[src/rtl/cpu_run_ctrl.sv]
// Run/halt/single-step sequencer for the PCPU pipeline: produces the pipeline
// clock enable from the debug switch, the step button and a PC breakpoint.
module cpu_run_ctrl #(
    parameter int PC_WIDTH  = 32,
    parameter int CNT_WIDTH = 16,
    parameter int CYC_WIDTH = 32
) (
    input  logic                 clk,
    input  logic                 rst,
    input  logic                 debug_en,
    input  logic                 btn_step,
    input  logic [CNT_WIDTH-1:0] step_count,
    input  logic                 bp_en,
    input  logic [PC_WIDTH-1:0]  bp_addr,
    input  logic [PC_WIDTH-1:0]  pc,
    output logic                 cpu_en,
    output logic                 halted,
    output logic                 bp_halt,
    output logic [1:0]           state,
    output logic [CYC_WIDTH-1:0] cycle_cnt
);

    typedef enum logic [1:0] {
        S_HALT     = 2'd0,
        S_RUN      = 2'd1,
        S_STEP     = 2'd2,
        S_WAIT_REL = 2'd3
    } state_t;

    localparam logic [CNT_WIDTH-1:0] CNT_ONE = CNT_WIDTH'(1);
    localparam logic [CYC_WIDTH-1:0] CYC_ONE = CYC_WIDTH'(1);

    state_t                state_q;
    state_t                state_d;
    logic [CNT_WIDTH-1:0]  remaining_q;
    logic [CNT_WIDTH-1:0]  remaining_d;
    logic                  resume_q;
    logic                  resume_d;
    logic                  bp_halt_q;
    logic                  bp_halt_d;
    logic                  halted_q;
    logic                  btn_q;
    logic [CYC_WIDTH-1:0]  cycle_cnt_q;
    logic                  step_edge;
    logic                  bp_hit;

    assign step_edge = btn_step & ~btn_q;
    // resume masks the breakpoint until the first enabled cycle after leaving
    // HALT, so a resumed run always executes the instruction at bp_addr.
    assign bp_hit    = bp_en & (pc == bp_addr) & ~resume_q;

    // State register
    always_ff @(posedge clk) begin
        if (rst) begin
            state_q     <= S_HALT;
            halted_q    <= 1'b1;
            bp_halt_q   <= 1'b0;
            remaining_q <= '0;
            resume_q    <= 1'b0;
            btn_q       <= 1'b1;
            cycle_cnt_q <= '0;
        end else begin
            state_q     <= state_d;
            halted_q    <= (state_d == S_HALT);
            bp_halt_q   <= bp_halt_d;
            remaining_q <= remaining_d;
            resume_q    <= resume_d;
            btn_q       <= btn_step;
            if (cpu_en) begin
                cycle_cnt_q <= cycle_cnt_q + CYC_ONE;
            end
        end
    end

    // Next-state logic
    always_comb begin
        state_d     = state_q;
        bp_halt_d   = bp_halt_q;
        remaining_d = remaining_q;
        resume_d    = resume_q & ~cpu_en;
        case (state_q)
            S_HALT: begin
                if (debug_en && step_edge) begin
                    state_d     = S_STEP;
                    remaining_d = (step_count == '0) ? CNT_ONE : step_count;
                    resume_d    = 1'b1;
                end else if (!debug_en && (!bp_halt_q || step_edge)) begin
                    state_d   = S_RUN;
                    bp_halt_d = 1'b0;
                    resume_d  = 1'b1;
                end
            end
            S_RUN: begin
                if (bp_hit) begin
                    state_d   = S_HALT;
                    bp_halt_d = 1'b1;
                end else if (debug_en) begin
                    state_d   = S_HALT;
                    bp_halt_d = 1'b0;
                end
            end
            S_STEP: begin
                remaining_d = remaining_q - CNT_ONE;
                if (remaining_q == CNT_ONE) begin
                    state_d = S_WAIT_REL;
                end
            end
            S_WAIT_REL: begin
                if (!btn_step) begin
                    state_d   = S_HALT;
                    bp_halt_d = 1'b0;
                end
            end
            default: begin
                state_d = S_HALT;
            end
        endcase
    end

    // Output logic
    always_comb begin
        cpu_en = 1'b0;
        if (!rst) begin
            case (state_q)
                S_RUN:   cpu_en = ~bp_hit;
                S_STEP:  cpu_en = 1'b1;
                default: cpu_en = 1'b0;
            endcase
        end
    end

    assign halted    = halted_q;
    assign bp_halt   = bp_halt_q;
    assign state     = state_q;
    assign cycle_cnt = cycle_cnt_q;

endmodule

[config.mk]
export PLATFORM = sky130hd
export DESIGN_NAME = cpu_run_ctrl
export DESIGN_NICKNAME = d
export VERILOG_FILES = /design/src/rtl/cpu_run_ctrl.sv
export SDC_FILE = /design/constraint.sdc
export NUM_CORES = 1
export LEC_CHECK = 0
export BUFFER_PORTS_ARGS = -buffer_cell sky130_fd_sc_hd__buf_2
export CORE_MARGIN = 2
export CORE_UTILIZATION = 53
export CTS_BUF_LIST = sky130_fd_sc_hd__clkbuf_8
export CTS_CLUSTER_DIAMETER = 200
export DETAILED_ROUTE_END_ITERATION = 12
export GPL_TIMING_DRIVEN = 0
export PLACE_DENSITY_LB_ADDON = 0.3
export SLEW_MARGIN = 20
export SYNTH_ARGS = -nofsm -noshare
export SYNTH_HDL_FRONTEND = slang
export SYNTH_SLANG_ARGS = --single-unit
[constraint.sdc]
create_clock -name clk -period 3.1 [get_ports clk]
set_clock_uncertainty 0.05 [all_clocks]
set_input_delay 0.62 -clock clk [delete_from_list [all_inputs] [get_ports clk]]
set_output_delay 0.62 -clock clk [all_outputs]
set_load 0.01 [all_outputs]
==> impl_metrics.py <==
metrics = {
    "setup_path": {
        "cp_data_arrival_time_ns": 2.31,
        "startpoint_type": "input port",
        "cp_max_fo": 10,
        "crit_type": "in -> out",
        "crit_buf_inv": 4,
        "cp_slowest_stage_delay_ns": 0.33,
        "slowest_stage": "nor4bb_2",
        "path_cells": "buf_2, xnor2_1, nor4bb_2, nand3_1, nor4_4, buf_6, buf_6, nor3_2, buf_2",
        "crit_family": "simple AND/OR/NAND/NOR gates",
        "cp.required_ns": 2.43,
        "end_kind": "output pin",
    },
    "floorplan": {
        "die_area_um2": 7580,
        "rows": 30,
        "initial_core_util_pct": 54.4,
        "chipWidth_um": 87.1,
        "ios": 122,
        "coreArea_um2": 6720,
        "fp.dieH_um": 87.1,
    },
    "global_routing": {
        "first_global_vias": 3952,
        "antenna_found_initial": 0,
        "grt_max_degree": 20,
        "grtUsageTotal_pct": 27.8,
        "grt_pass1_wl_um": 17200,
        "gr-total-overflow": 0,
    },
    "cts": {
        "clk_latency_ns": 0.32,
        "cts_max_level": 2,
        "hold_buffers": 0,
        "cts.sinks": 54,
        "numCtsBuffers": 5,
        "path_clk_slew_ns": 0.10,
        "root_buffer": "clkbuf_8",
        "clockBufferDepth": 2,
        "tritoncts": "yes",
    },
    "place": {
        "place_hpwl_um": 8200,
        "place_congestion": 0.868,
        "portBuffers": 121,
        "dpl_cell_area_um2": 4360,
    },
    "finish": {
        "area_growth_pct": 23.5,
        "fin_nets": 684,
        "fillers": 586,
        "finalInstanceArea_um2": 4510,
        "drive_gt1_share_pct": 26.7,
        "antenna_cells": 0,
    },
    "sta": {
        "setup_viol": 0,
        "max_slew_margin_pct": 53.8,
        "max_freq_ghz": 0.336,
        "fin_tns_setup_ns": 0,
        "period_share_pct": 96.0,
        "finalHoldViolCount": 0,
        "drv_slew": 0,
        "worstMarginPinSlew_ns": 0.694,
        "hold_ws_ns": 0.434,
        "fin_crit_ns": 2.98,
    },
    "logic_synthesis": {
        "synth.largest_area_cell": "dfxtp_1",
        "synth-edff-count": 0,
        "ys_ff_latch": 54,
        "yosys-top-cells-count": "dfxtp_1 (54), a21oi_1 (47), nand2_1 (31), o31ai_1 (28), or4_1 (26)",
        "synthTopCellsByArea": "dfxtp_1 (30%), a21oi_1 (6.4%), o31ai_1 (5.7%), or4_1 (5.3%), xor2_1 (3.8%)",
        "synthArstFlopShare_pct": 0,
        "ys_seq_area_share_pct": 29.6,
        "ys.flop_type": "dfxtp_1",
        "synth_area_um2": 3660,
        "postSynthAreaPerCell_um2": 7.91,
        "syn_inst": 462,
        "synth_most_common_cell": "dfxtp_1",
        "ys_warn_count": 0,
        "syn_nets": 555,
        "synth.distinct_cells": 58,
        "synth_top_area_share_pct": 29.6,
    },
    "job": {
        "maxCapViolCount": 0,
    },
    "route": {
        "wirelength_um": 10700,
        "wire_per_inst_um": 15.9,
        "dr.pass1.iters": 5,
        "via_per_inst": 6.27,
        "first_iter_violations": 216,
        "drc": 0,
        "antenna_violating_nets_post_route": 0,
        "vias": 4214,
    },
    "pwr": {
        "powerDensity_nw_per_um2": 337,
        "vdd_drop_max_mv": 0.168,
        "p_total_mw": 1.52,
        "power.leakage_nw": 1.79,
    },
    "min_path": {
        "hold_path.class": "reg -> reg",
    },
    "run_status": {
        "status": "complete, no violations",
    },
}
[layout by cell type, fill, tap and decap left out, types with 4 or more instances in the layout]
cell	count
a211oi_1	8
a21oi_1	47
a22oi_1	4
and3_1	7
buf_2	123
buf_6	6
clkbuf_1	16
clkbuf_8	5
dfxtp_1	53
ha_1	8
inv_1	11
nand2_1	31
nand2b_1	11
nand3_1	20
nand4_1	17
nor2_1	22
nor2b_1	9
nor3_1	9
nor4_1	15
o21ai_0	16
o31ai_1	28
or2_2	5
or3_1	6
or4_1	26
xnor2_1	11
xor2_1	16
[worst paths after layout]
path                              startpoint                          to  slack [ns]  cells past startpoint
setup / recovery                 bp_addr[13]                      cpu_en        0.12                      9
hold / removal    cycle_cnt[31]$_SDFFE_PP0P_  cycle_cnt[31]$_SDFFE_PP0P_        0.43                      2
hold reg to reg   cycle_cnt[31]$_SDFFE_PP0P_  cycle_cnt[31]$_SDFFE_PP0P_        0.43                      2
setup reg to reg         state[1]$_SDFF_PP0_   cycle_cnt[6]$_SDFFE_PP0P_        0.62                      8
[state kept, by name, indices dropped and copies added (netlist names)]
signal,count
cycle_cnt,32
remaining_q,16
state,2
bp_halt,1
btn_q,1
halted,1
resume_q,1
[metal layers]
layer | GRT usage, % | vias to the layer above | share of wire [%]
met5 | 0 | - | 0
met4 | 12.5 | 0 | 2.7
met3 | 4.08 | 31 | 6.6
met2 | 49.5 | 212 | 50
met1 | 32.6 | 1954 | 41
li1 | - | 2017 | -
[layout make-up]
type                            instances  area, um^2  share of cell area, %
Clock inverter                          3        43.8                  0.970
Timing Repair Buffer                  123         621                   13.7
Buffer                                 29         165                   3.66
Multi-Input combinational cell        367        2390                   53.0
Clock buffer                            5        68.8                   1.52
Tap cell                               80         100                   2.22
Inverter                               11        41.3                  0.915
Sequential cell                        54        1080                   24.0
[metrics by stage]
stage / worst slack [ns] / instances / utilization [%]
after floorplan: 0.384 / 462 / -
after global routing: -0.00319 / 672 / 67.2
final: 0.125 / 672 / 67.2
after global placement: -0.123 / 663 / 64.9
after CTS: 0.0565 / 671 / 66.7
after detailed placement: -0.178 / 663 / 64.9
[where the power goes]
group / switching, mW / internal (mW)
logic: 0.177 / 0.130
registers: 0.0139 / 0.709
clock network: 0.249 / 0.243
[worst min-delay path, stage by stage, from the launching register on]
cell and delay, ns:
dfxtp_1 0.33, o31ai_1 0.06, a21oi_1 0.05
[what timing repair did]
item	CTS	global route
pin swaps	1	1
endpoints found under the setup margin	1	1
buffers inserted	1	1
gates cloned	0	0
gates resized for setup	2	6
[logic make-up after synthesis]
group,after synthesis,share of synthesized area [%]
and+or+nand+nor,201,32.5
AOI/OAI and AO/OA,128,22.2
DFF,54,29.6
buffers and inverters,41,5.65
xor gates and xnor gates,27,6.47
adders and majority gates,8,2.74
muxes,3,0.890
(Power assumes the default switching activity.)
